$ cat src/rtl/link_tx_scheduler_pkg.sv
// Shared definitions for the link transmit scheduler: state encoding,
// data width and default timing/retry limits.
package link_pkg;

  localparam int DATA_W          = 32;
  localparam int DEF_TIMEOUT_CYC = 1024;
  localparam int DEF_MAX_RETRY   = 3;

  typedef enum logic [1:0] {
    ST_IDLE    = 2'd0,
    ST_START   = 2'd1,
    ST_BUSY    = 2'd2,
    ST_RECOVER = 2'd3
  } state_t;

endpackage

$ cat src/rtl/link_tx_scheduler_if.sv
// Bundle of requester-side and sender-side signals of the scheduler.
// Handshake: a requester holds ch_req high (level) with stable ch_data
// until it sees its ch_done or ch_err pulse; the sender gets a one-cycle
// snd_start and answers with a one-cycle snd_done; snd_abort resets the
// sender when an attempt is given up. dbg_state exposes the FSM state.
interface link_tx_scheduler_if #(
  parameter int NUM_CH = 4
);
  import link_pkg::*;

  logic [NUM_CH-1:0]        ch_req;
  logic [DATA_W*NUM_CH-1:0] ch_data;
  logic [NUM_CH-1:0]        ch_grant;
  logic [NUM_CH-1:0]        ch_done;
  logic [NUM_CH-1:0]        ch_err;
  logic                     snd_start;
  logic [DATA_W-1:0]        snd_data;
  logic                     snd_done;
  logic                     snd_abort;
  logic                     busy;
  logic [15:0]              retry_total;
  state_t                   dbg_state;

  // Scheduler side
  modport master (
    input  ch_req, ch_data, snd_done,
    output ch_grant, ch_done, ch_err, snd_start, snd_data, snd_abort,
           busy, retry_total, dbg_state
  );

  // Requesters/sender/environment side
  modport slave (
    output ch_req, ch_data, snd_done,
    input  ch_grant, ch_done, ch_err, snd_start, snd_data, snd_abort,
           busy, retry_total, dbg_state
  );

endinterface

$ cat src/rtl/link_tx_scheduler_rr_arbiter.sv
// Combinational round-robin picker: first set request at or after ptr,
// wrapping around. Returns a one-hot grant, its index and a found flag.
module rr_arbiter #(
  parameter int NUM_CH = 4,
  parameter int IW     = (NUM_CH > 1) ? $clog2(NUM_CH) : 1
) (
  input  logic [NUM_CH-1:0] req,
  input  logic [IW-1:0]     ptr,
  output logic [NUM_CH-1:0] grant,
  output logic [IW-1:0]     idx,
  output logic              any
);

  logic [IW-1:0] cand;

  // Scan channels in priority order starting from ptr
  always_comb begin
    grant = '0;
    idx   = '0;
    any   = 1'b0;
    cand  = '0;
    for (int i = 0; i < NUM_CH; i++) begin
      cand = IW'((int'(ptr) + i) % NUM_CH);
      if (!any && req[cand]) begin
        any         = 1'b1;
        grant[cand] = 1'b1;
        idx         = cand;
      end
    end
  end

endmodule

$ cat src/rtl/link_tx_scheduler.sv
// Shares one transmit sender between NUM_CH requesters. Round-robin grant,
// start pulse, wait for done; a watchdog aborts and retries stalled
// attempts up to MAX_RETRY times before reporting an error.
module link_tx_scheduler
  import link_pkg::*;
#(
  parameter int NUM_CH      = 4,
  parameter int TIMEOUT_CYC = DEF_TIMEOUT_CYC,
  parameter int MAX_RETRY   = DEF_MAX_RETRY
) (
  input logic                clk,
  input logic                rst,
  link_tx_scheduler_if.master bus
);

  localparam int IW = (NUM_CH > 1) ? $clog2(NUM_CH) : 1;
  localparam int TW = $clog2(TIMEOUT_CYC + 1);
  localparam int RW = (MAX_RETRY > 0) ? $clog2(MAX_RETRY + 1) : 1;

  state_t            state, state_n;
  logic [NUM_CH-1:0] grant_r;
  logic [IW-1:0]     idx_r;
  logic [IW-1:0]     ptr;
  logic [TW-1:0]     timer;
  logic [RW-1:0]     retry_cnt;
  logic [15:0]       retry_total;
  logic [NUM_CH-1:0] done_r;
  logic [NUM_CH-1:0] err_r;

  logic [NUM_CH-1:0] arb_grant;
  logic [IW-1:0]     arb_idx;
  logic              arb_any;

  logic              timeout;
  logic              can_retry;
  logic [IW-1:0]     next_ptr;

  // FSM strobes
  logic              do_grant;
  logic              do_retry;
  logic              fin_done;
  logic              fin_err;

  rr_arbiter #(.NUM_CH(NUM_CH), .IW(IW)) u_arb (
    .req   (bus.ch_req),
    .ptr   (ptr),
    .grant (arb_grant),
    .idx   (arb_idx),
    .any   (arb_any)
  );

  assign timeout   = (timer == TW'(TIMEOUT_CYC - 1));
  assign can_retry = (retry_cnt < RW'(MAX_RETRY));
  assign next_ptr  = (idx_r == IW'(NUM_CH - 1)) ? '0 : idx_r + 1'b1;

  // State register
  always_ff @(posedge clk) begin
    if (rst) state <= ST_IDLE;
    else     state <= state_n;
  end

  // Next-state logic and datapath strobes; done has priority over timeout
  always_comb begin
    state_n  = state;
    do_grant = 1'b0;
    do_retry = 1'b0;
    fin_done = 1'b0;
    fin_err  = 1'b0;
    case (state)
      ST_IDLE: begin
        if (arb_any) begin
          do_grant = 1'b1;
          state_n  = ST_START;
        end
      end
      ST_START: state_n = ST_BUSY;
      ST_BUSY: begin
        if (bus.snd_done) begin
          fin_done = 1'b1;
          state_n  = ST_IDLE;
        end else if (timeout) begin
          if (can_retry) begin
            do_retry = 1'b1;
            state_n  = ST_RECOVER;
          end else begin
            fin_err = 1'b1;
            state_n = ST_IDLE;
          end
        end
      end
      ST_RECOVER: state_n = ST_START;
      default:    state_n = ST_IDLE;
    endcase
  end

  // Grant, pointer, timer, retry counters and completion pulses
  always_ff @(posedge clk) begin
    if (rst) begin
      grant_r     <= '0;
      idx_r       <= '0;
      ptr         <= '0;
      timer       <= '0;
      retry_cnt   <= '0;
      retry_total <= '0;
      done_r      <= '0;
      err_r       <= '0;
    end else begin
      done_r <= '0;
      err_r  <= '0;
      if (do_grant) begin
        grant_r   <= arb_grant;
        idx_r     <= arb_idx;
        retry_cnt <= '0;
      end
      if (state == ST_START)     timer <= '0;
      else if (state == ST_BUSY) timer <= timer + 1'b1;
      if (do_retry) begin
        retry_cnt <= retry_cnt + 1'b1;
        if (retry_total != 16'hFFFF) retry_total <= retry_total + 16'd1;
      end
      if (fin_done) begin
        done_r  <= grant_r;
        grant_r <= '0;
        ptr     <= next_ptr;
      end
      if (fin_err) begin
        err_r   <= grant_r;
        grant_r <= '0;
        ptr     <= next_ptr;
      end
    end
  end

  assign bus.ch_grant    = grant_r;
  assign bus.ch_done     = done_r;
  assign bus.ch_err      = err_r;
  assign bus.snd_start   = (state == ST_START);
  assign bus.snd_abort   = (state == ST_RECOVER);
  assign bus.busy        = (state != ST_IDLE);
  assign bus.retry_total = retry_total;
  assign bus.dbg_state   = state;
  assign bus.snd_data    = (|grant_r) ? bus.ch_data[int'(idx_r)*DATA_W +: DATA_W]
                                      : '0;

endmodule
$ cat src/flat_wrapper.sv
// flat-port wrapper written by rule: the top's interface ports become plain ports
module link_tx_scheduler_flat import link_pkg::*;
#(
  parameter int NUM_CH      = 4,
  parameter int TIMEOUT_CYC = DEF_TIMEOUT_CYC,
  parameter int MAX_RETRY   = DEF_MAX_RETRY
)
  (clk, rst, bus_ch_req, bus_ch_data, bus_snd_done, bus_ch_grant, bus_ch_done, bus_ch_err, bus_snd_start, bus_snd_data, bus_snd_abort, bus_busy, bus_retry_total, bus_dbg_state);
  link_tx_scheduler_if #(.NUM_CH(NUM_CH)) bus_i ();
  input logic clk;
  input logic rst;
  input wire logic [$bits(bus_i.ch_req)-1:0] bus_ch_req;
  input wire logic [$bits(bus_i.ch_data)-1:0] bus_ch_data;
  input wire logic [$bits(bus_i.snd_done)-1:0] bus_snd_done;
  output wire logic [$bits(bus_i.ch_grant)-1:0] bus_ch_grant;
  output wire logic [$bits(bus_i.ch_done)-1:0] bus_ch_done;
  output wire logic [$bits(bus_i.ch_err)-1:0] bus_ch_err;
  output wire logic [$bits(bus_i.snd_start)-1:0] bus_snd_start;
  output wire logic [$bits(bus_i.snd_data)-1:0] bus_snd_data;
  output wire logic [$bits(bus_i.snd_abort)-1:0] bus_snd_abort;
  output wire logic [$bits(bus_i.busy)-1:0] bus_busy;
  output wire logic [$bits(bus_i.retry_total)-1:0] bus_retry_total;
  output wire logic [$bits(bus_i.dbg_state)-1:0] bus_dbg_state;
  assign bus_i.ch_req = bus_ch_req;
  assign bus_i.ch_data = bus_ch_data;
  assign bus_i.snd_done = bus_snd_done;
  assign bus_ch_grant = bus_i.ch_grant;
  assign bus_ch_done = bus_i.ch_done;
  assign bus_ch_err = bus_i.ch_err;
  assign bus_snd_start = bus_i.snd_start;
  assign bus_snd_data = bus_i.snd_data;
  assign bus_snd_abort = bus_i.snd_abort;
  assign bus_busy = bus_i.busy;
  assign bus_retry_total = bus_i.retry_total;
  assign bus_dbg_state = bus_i.dbg_state;
  link_tx_scheduler #(.NUM_CH(NUM_CH), .TIMEOUT_CYC(TIMEOUT_CYC), .MAX_RETRY(MAX_RETRY)) u_core (.clk(clk), .rst(rst), .bus(bus_i));
endmodule
$ cat config.mk
export PLATFORM = sky130hd
export DESIGN_NAME = link_tx_scheduler_flat
export DESIGN_NICKNAME = d
export VERILOG_FILES = /design/src/rtl/link_tx_scheduler_pkg.sv /design/src/rtl/link_tx_scheduler_if.sv /design/src/rtl/link_tx_scheduler_rr_arbiter.sv /design/src/rtl/link_tx_scheduler.sv /design/src/flat_wrapper.sv
export SDC_FILE = /design/constraint.sdc
export NUM_CORES = 1
export LEC_CHECK = 0
export ABC_AREA = 1
export ABC_CLOCK_PERIOD_IN_PS = 2500
export BUFFER_PORTS_ARGS = -buffer_cell sky130_fd_sc_hd__buf_2
export CORE_MARGIN = 2
export CORE_UTILIZATION = 40
export DETAILED_ROUTE_END_ITERATION = 10
export PLACE_DENSITY = 0.72
export SLEW_MARGIN = 30
export SYNTH_ARGS = -nofsm -noshare
export SYNTH_HDL_FRONTEND = slang
export SYNTH_SLANG_ARGS = --single-unit
$ cat constraint.sdc
create_clock -name clk -period 2.5 [get_ports clk]
set_input_delay 0.375 -clock clk [delete_from_list [all_inputs] [get_ports clk]]
set_output_delay 0.375 -clock clk [all_outputs]
set_load 0.01 [all_outputs]
After elaboration in Yosys (flattened, before gate mapping)
Index checks and enable logic that the tools add are counted.
Word-level totals
  register bits: 47
  bits of input ports: 135
  output and inout bits: 65
  word-level logic and storage cells: 111
Operators by class
  $add $sub $neg: 7
  $lt $le $gt $ge: 9
  equality and inequality tests: 8
  shift-type cells: 1
  muxes and demuxes: 51
  bitwise gates (word level): 5
  reductions and logical operators: 21
Operators with widths (count)
  variable part select 128 x 8 -> 32 bit: 1
  two-way mux 32 bit: 1
  two-way mux 2 bit: 13
  two-way mux 1 bit: 24
  adder 16 x 1 -> 16 bit (second input constant): 1
  two-way mux 4 bit: 4
  != test 16 bit (second input constant): 1
  less-than comparator 2 x 3 -> 1 bit (second input constant): 4
  bitwise OR 4 bit: 3
  adder 11 x 1 -> 11 bit (second input constant): 1
  equality test 11 x 10 -> 1 bit (second input constant): 1
  binary-select mux 1 bit (select 2 bit): 4
  demux 1 bit (select 2 bit): 4
  >= comparator 2 x 1 -> 1 bit (second input constant): 4
  case mux 2 bit (4 select lines): 1
  logical AND 1 bit: 7
  adder 2 x 1 -> 2 bit (second input constant): 3
  equality test 2 bit (second input constant): 3
  nonzero test 2 bit: 3
  OR reduction 2 bit: 3
  adder 2 bit (second input constant): 2
  AND reduction 2 bit: 2
  OR reduction 4 bit: 1
  zero test 1 bit: 3
  7 further kinds: 8

Depth between registers and ports, before layout
Gate-level depths: netlist of run 1.
  depth in word-level cells: 16
  mapped depth: 14
  gate-level depth less buffers: 13

Modules after synthesis
A second synthesis of run 1 with hierarchy kept.
Second synthesis, totals
  cells, all modules: 652
  area total of the unflattened synthesis: 3764.9 sq um
Modules (own cells, without submodules)
  link_tx_scheduler: times used 1, cells an instance 578, area each 3324.4 sq um, sequential area each 940.9 sq um
  rr_arbiter: times used 1, cells an instance 74, area each 440.4 sq um, sequential area each 0.0 sq um

Worst setup path after synthesis of run 1
Ideal clock, no wire load.
  kind: reg2reg
  start: register u_core.ptr[0]
  end: register u_core.idx_r[0]
  library setup time: 0.109 ns
  arrival: 1.694 ns
  required time: 2.391 ns
  path slack: 0.697 ns
  stages on the path, launching flop included: 14
  buffers on the path: 2
  clock period less this slack: 1.803 ns
  path through: dfxtp_1 > buf_6 > inv_8 > ha_1 > inv_1 > nand3_1 > nand2_1 > nor2_4 > nand3_2 > nand2_2 > buf_6 > a21oi_1 > nand2_1 > inv_1
Between the ends
  word-level cells in the longest chain between the ends: 14
  elaborated cells between the ends (all ways): 27
  those cells by class: add/sub: 3; mux: 18; reduce/logical: 6
RTL lines
  from (decl): RTL line link_tx_scheduler.sv:23  | logic [IW-1:0] ptr;
  from (signal assigned): RTL line link_tx_scheduler.sv:124  | ptr <= next_ptr;
  from (signal assigned): RTL line link_tx_scheduler.sv:129  | ptr <= next_ptr;
  parallel branches: the longest is 14 deep, another holds adder 2 x 1 -> 2 bit
  to (signal assigned): RTL line link_tx_scheduler.sv:112  | idx_r <= arb_idx;
  to (decl): RTL line link_tx_scheduler.sv:22  | logic [IW-1:0] idx_r;
Several ways; the timed one is not identified. The select of a mux whose other input is x is not followed.
A chain may end at the register's enable or synchronous reset.

Worst setup path after layout of run 1
  start: register u_core.idx_r[0]
  end: output port bus_snd_data[0]
Between the ends
  word-level cells in the longest chain between the ends: 2
RTL lines
  variable part select 128 x 8 -> 32 bit: RTL line link_tx_scheduler.sv:142  | assign bus.snd_data = (|grant_r) ? bus.ch_data[int'(idx_r)*DATA_W +: DATA_W]
  two-way mux 32 bit: RTL line link_tx_scheduler.sv:142
  to (decl): RTL line flat_wrapper.sv:19  | output wire logic [$bits(bus_i.snd_data)-1:0] bus_snd_data;
No other way between the ends.

==> results of run 1 <==
## stage by stage
stage	instance area, um^2	utilization
after CTS	5050	0.544
after global placement	4940	0.532
after global routing	5050	0.544
after detailed placement	4940	0.532
after floorplan	3850	-
final	5050	0.544
## sequential cells by signal, summed over array words and instances (netlist names)
name                    flops
u_core.bus.ch_done          4
u_core.bus.ch_err           4
u_core.bus.ch_grant         4
u_core.bus.dbg_state        2
u_core.bus.retry_total     16
u_core.idx_r                2
u_core.ptr                  2
u_core.retry_cnt            2
u_core.timer               11
## report_power, final
| part | switching (W) | internal [W] |
|---|---|---|
| Sequential | 0.0000564 | 0.000805 |
| Combinational | 0.00161 | 0.000884 |
| Clock | 0.000264 | 0.000293 |
| Total | 0.00193 | 0.00198 |
## routing by layer
metal / up-vias / global-route usage / wire, um / share of wire
met5: - / 0 / 0 / 0
met4: 0 / 0.0718 / 335 / 0.024
met3: 31 / 0.0424 / 1050 / 0.076
met2: 206 / 0.443 / 6820 / 0.50
met1: 2234 / 0.283 / 5480 / 0.40
li1: 2536 / - / - / -
## worst max-delay path: stages, from the launching register on
cell and delay (ps):
dfxtp_2 340, inv_2 260, buf_4 400, o21ai_0 260, a21oi_1 230, buf_2 170
## placed cells by master (no fill, tap or decap), types with 3 or more instances in the layout
master / n
a21oi_1: 60
a21oi_2: 3
buf_2: 199
buf_4: 5
clkbuf_8: 5
dfxtp_1: 46
ha_1: 13
inv_1: 46
inv_2: 5
nand2_1: 99
nand2_2: 5
nand2_4: 3
nand3_1: 38
nand3_2: 4
nand4_1: 7
nor2_1: 196
nor2_4: 4
nor3_1: 9
nor3b_1: 3
o21ai_0: 79
xor2_1: 3
## cell families after synthesis
family,count (synthesis),synth area share
AND/OR/NAND/NOR,375,0.419
buffers and inverters,82,0.0878
adder cells (fa/ha/maj),13,0.0423
AO/OA/AOI/OAI,146,0.195
XOR/XNOR,5,0.0114
flip-flops,47,0.244
## area by class of cell
cell class	count	area, um^2	area share
Inverter	53	206	0.0409
Clock inverter	2	37.5	0.00744
Sequential cell	47	942	0.187
Multi-Input combinational cell	539	2580	0.511
Clock buffer	5	68.8	0.0136
Tap cell	129	161	0.0320
Timing Repair Buffer	205	1050	0.209
## final timing paths
check | end | slack, ps | cells after the start
worst min-delay path | u_core.retry_cnt[1]$_SDFFE_PP0P_ | 450 | 2
worst max-delay path | bus_snd_data[0] | 160 | 5
worst max register to register | u_core.idx_r[0]$_SDFFE_PP0P_ | 450 | 12
worst min register to register | u_core.retry_cnt[0]$_SDFFE_PP0P_ | 480 | 1
==> impl_results.md, run 1 <==
* Status: completed
* Die X at between 100 and 150 um
* Max VDD drop at around 400 uV
* Num rows at 35
* Hold Slack at 447 ps
* Post-cts repair resize count at 0
* Final worst slack at between 150 and 200 ps
* GRT Total Usage at 0.240
* Pin count of the biggest net entering global routing at 67
* Die area at 10400 um^2
* Nets at 999
* Area grow syn2layout at 31.1%
* Cells after DPL at approximately 970
* Routability-driven placement congestion ratio at approximately 0.95
* Post-Place Setup Slack at 497 ps
* CP Max Fanout at 42
* TritonCTS clock tree: yes
* Cell taking the most area after synthesis: dfxtp_1
* Critical Path End Type: output port
* Ys Warns at 0
* Async SR Flop Fraction at 0
* Max Clock Skew at 12.3 ps
* Filler cell count at 977
* Top cells by count, synth: nor2_1 (196), nand2_1 (99), o21ai_0 (79)
* Pwr Density at 776 nW/um^2
* Minimum clock period at roughly 2300 ps
* Worst slew margin at 0.626
* First-pass GRT wire length at 20.3 mm
* Maxcap violations at 0
* Grt ovf at 0
* Post-Syn Area at 3850 um^2
* Drt wl/cell at approximately 14 um
* Max-slew violations at 0
* Final Setup Violations at 0
* Mapped Cells at 668
* Most frequent cell after synthesis: nor2_1
* Initial antenna violation count at 0
* Clock sink count at 47
* Residual DRC at 0
* Starting Density at 0.415
* Clock slew at reported path FFs at approximately 80 ps
* I/O pin count at 200
* Mean post-synth cell area at just under 6 um^2
* R2R Path Start: u_core.ptr[0]$_SDFFE_PP0P_
* FMAX at between 400 and 500 MHz
* Layout Cells excl Fill at 980
* CTS buffer count at 5
* Total core area at 9280 um^2
* Buffers on Ports at between 150 and 200
* RSZ-0062 raised after global routing: no
* Fin. Hold Viols at 0
* Number of synthesized flops with an enable pin at 0
* Pre-antenna DRT Iters at 5
* CTS Hold Bufs at 0
* Final period utilization at 0.938
* CTS max path bufs at 2
* Diodes inserted at 0
* Flops & latches, synth at 47
* Post-synth top area share at 0.244
* Top_reg_cell synth: dfxtp_1
* DRT iter0 DRCs at 249
* Fraction of layout cells with a size suffix above 1 at 0.284
* Worst setup SP type: register
* Measured slew at the worst slew-check pin at 560 ps
* Final ANT Viol Nets at 0
* Vias in the first global route at about 4400
* Die H at around 100 um
* Required @ worst endpoint at 2120 ps
* Htree depth at 2
* DP HPWL at 10.9 mm
* DR vias at 5007
* Total power at 0.00391 W
* Hold path startpoint: rst
* Main area contributors after synthesis: dfxtp_1 (24%), nor2_1 (19%), o21ai_0 (10%), nand2_1 (9.7%), a21oi_1 (7.8%)
* Root Buffer: clkbuf_8
* Synth unique cells at 34
* Crit path from: u_core.idx_r[0]$_SDFFE_PP0P_
* Worst-Skew Late Latency at 300 ps
* Hold crit path type: in2reg
* Leakage at 2.44 nW
* Setup bufs post-CTS at 0
* Total nets after synthesis at 816
* Fin Setup TNS at 0 ps
* Vias per cell at approximately 5.1
* WL final at around 14 mm
* Sequential area share after synthesis at 0.244
* Worst Path Arrival at approximately 2000 ps
* Critical path class: reg2out
Power figures use the tool's default switching activity.
==> run 2, diff against run 1 <==
ABC_CLOCK_PERIOD_IN_PS = 2900   (was 2500)
CORE_UTILIZATION = 23   (was 40)
PLACE_DENSITY = unset   (was 0.72)
clock period = 2.9 ns   (was 2.5 ns; I/O delays follow)
==> impl_results.md, run 2 (synthesis gave the netlist of run 1 again) <==
* Worst path max stage delay at 540 ps (+140 ps)
* Root Buffer: clkbuf_16
* R2R setup slack at 830 ps (+380 ps)
* Leakage at 2.48 nW (+1.9%)
* Slowest CP cell: dfxtp_2
* Area grow syn2layout at 36.3%
* Metal2 WL at 7.14 mm (+4.6%)
* Die X at 133 um (+31%)
* Routability-driven placement congestion ratio at 0.880 (-7.0%)
* FMAX at between 400 and 500 MHz
* Htree depth at 2 (unchanged)
* R2R Path Start: u_core.ptr[1]$_SDFFE_PP0P_
* Layout Cells excl Fill at 1074 (+9.6%)
* DR top layer: met4
* End point of the worst hold path: u_core.retry_cnt[1]$_SDFFE_PP0P_
* Critical path class: reg2out
* DP HPWL at 11.5 mm (+6.3%)
* Measured slew at the worst slew-check pin at 603 ps (+43.5 ps)
* Most frequent cells in the layout: buf_2 (199), nor2_1 (196), nand2_1 (99)
* Post-Layout Inst Area at 5250 um^2 (+3.9%)
* Diodes inserted at 0 (unchanged)
* Final worst slack at 468 ps (+313 ps)
* Fin. Hold Viols at 0 (unchanged)
* Met3 WL at 889 um (-15%)
* DP Area at 5060 um^2 (+2.4%)
* CP Max Fanout at 32 (-24%)
* Hold Slack at 483 ps (+36.0 ps)
* Die area at 17800 um^2 (+71%)
* Post-cts repair resize count at 0 (unchanged)
* Total core area at 16500 um^2 (+77%)
* Critical Path End Type: output port
* Max Clock Skew at 10.2 ps (-2.11 ps)
* Top flop regs: u_core.bus.retry_total: 16 flops, u_core.timer: 11 flops
* Final period utilization at 0.839
* Pre-antenna DRT Iters at 4 (-1)
* Pwr Density at 700 nW/um^2 (-9.7%)
* Worst Path Arrival at 2000 ps (+30 ps)
* Fraction of layout cells with a size suffix above 1 at 0.285 (about the same)
* Kind of cell adding the most delay to the critical path: buffers and inverters
* Post-Place Setup Slack at 699 ps (+201 ps)
* Drt wl/cell at 13.5 um (-3.3%)
* Starting Density at 0.234 (-0.181)
* Cells after DPL at 1066 (+9.6%)
* Clock slew at reported path FFs at 70 ps (about the same)
* Status: completed
* RR Endpoint: u_core.idx_r[0]$_SDFFE_PP0P_
* DRT iter0 DRCs at 267 (+7.2%)
* CP Buf/Inv Count at 3 (unchanged)
* Max reg flops at 16 (unchanged)
* Hold crit path type: reg2reg
* Worst-path cell chain: inv_2, buf_4, o21ai_0, a21oi_1, buf_2
* CTS max path bufs at 2 (unchanged)
* Setup bufs post-CTS at 0 (unchanged)
* RSZ-0062 raised after global routing: no
* TritonCTS clock tree: yes
* Residual DRC at 0 (unchanged)
* I/O pin count at 200 (unchanged)
* Max VDD drop at 269 uV (-33%)
* GRT Total Usage at 0.153 (-0.0877)
* Grt ovf at 0 (unchanged)
* Biggest register: u_core.bus.retry_total
* Buffers on Ports at 199 (unchanged)
* CTS Hold Bufs at 0 (unchanged)
* Num rows at 47 (+34%)
* Multi-input gate area at 2580 um^2 (unchanged)
* Hold path startpoint: u_core.retry_cnt[1]$_SDFFE_PP0P_
* Final Setup Violations at 0 (unchanged)
* Vias per cell at 4.50 (-12%)
* Hold Path Depth at 2 (unchanged)
* Worst setup SP type: register
* Vias in the first global route at 4304 (-2.1%)
* WL final at 14.5 mm (+6.0%)
* Final ANT Viol Nets at 0 (unchanged)
* Maxcap violations at 0 (unchanged)
* Die H at 133 um (+31%)
* Commonest non-fill, non-tap cell in the layout: buf_2
* Required @ worst endpoint at 2470 ps (+350 ps)
* Fin Setup TNS at 0 ps (unchanged)
* Nets at 1001 (+0.20%)
* M1 WL at 6.39 mm (+17%)
* DR vias at 4838 (-3.4%)
* Reg area at 942 um^2 (unchanged)
* Worst-Skew Late Latency at 290 ps (about the same)
* Clock sink count at 47 (unchanged)
* Worst slew margin at 0.596 (-0.0300)
* Minimum clock period at 2430 ps
* Max-slew violations at 0 (unchanged)
* Pin count of the biggest net entering global routing at 34 (-49%)
* Initial antenna violation count at 0 (unchanged)
* CTS buffer count at 5 (unchanged)
* Filler cell count at 1858 (+90%)
* First-pass GRT wire length at 22.0 mm (+8.7%)
* R2r worst-path depth at 12 (unchanged)
[run 2: per-stage QoR]
| step | util | total power, W |
|---|---|---|
| finish | 0.319 | 0.00367 |
| global placement | 0.307 | 0.00298 |
| global route | 0.319 | 0.00397 |
| detailed placement | 0.307 | 0.00297 |
| floorplan | - | 0.00212 |
| CTS | 0.319 | 0.00372 |
[run 2: cell type report]
type	instances	share of cell area
tap	220	0.0525
clock inverter	2	0.0115
inverter	53	0.0394
sequential	47	0.180
clock buffer	6	0.0246
multi-input combinational	539	0.491
timing repair buffer	207	0.201
[run 2: metal layers]
| layer | up-vias | GRT usage |
|---|---|---|
| met1 | 2154 | 0.191 |
| met2 | 144 | 0.279 |
| met5 | - | 0 |
| met3 | 6 | 0.0255 |
| li1 | 2534 | - |
| met4 | 0 | 0.0230 |
[run 2: report_power, final]
group / switching (W) / internal (W) / leakage [nW] / total (W)
clock: 0.000244 / 0.000494 / 0.0911 / 0.000739
combinational: 0.00140 / 0.000765 / 2.01 / 0.00217
sequential: 0.0000704 / 0.000695 / 0.381 / 0.000765
[run 2: worst reg2reg max path, stage by stage (launching register included)]
cell and delay [ps]:
dfxtp_1 430, inv_1 160, ha_1 390, inv_1 100, nand3_1 90, nand2_1 100
nor2_4 160, nand3_2 80, nand2_2 220, inv_1 100, nand3_1 90, nand2_1 50
inv_1 40
[run 2: worst max-delay path by stage]
stage	startpoint	endpoint	cells past startpoint
floorplan	u_core.ptr[0]$_SDFFE_PP0P_	u_core.idx_r[0]$_SDFFE_PP0P_	13
global placement	u_core.idx_r[0]$_SDFFE_PP0P_	bus_snd_data[24]	5
detailed placement	u_core.idx_r[0]$_SDFFE_PP0P_	bus_snd_data[24]	5
CTS	u_core.idx_r[0]$_SDFFE_PP0P_	bus_snd_data[24]	5
global route	u_core.idx_r[0]$_SDFFE_PP0P_	bus_snd_data[24]	5
finish	u_core.idx_r[0]$_SDFFE_PP0P_	bus_snd_data[24]	5
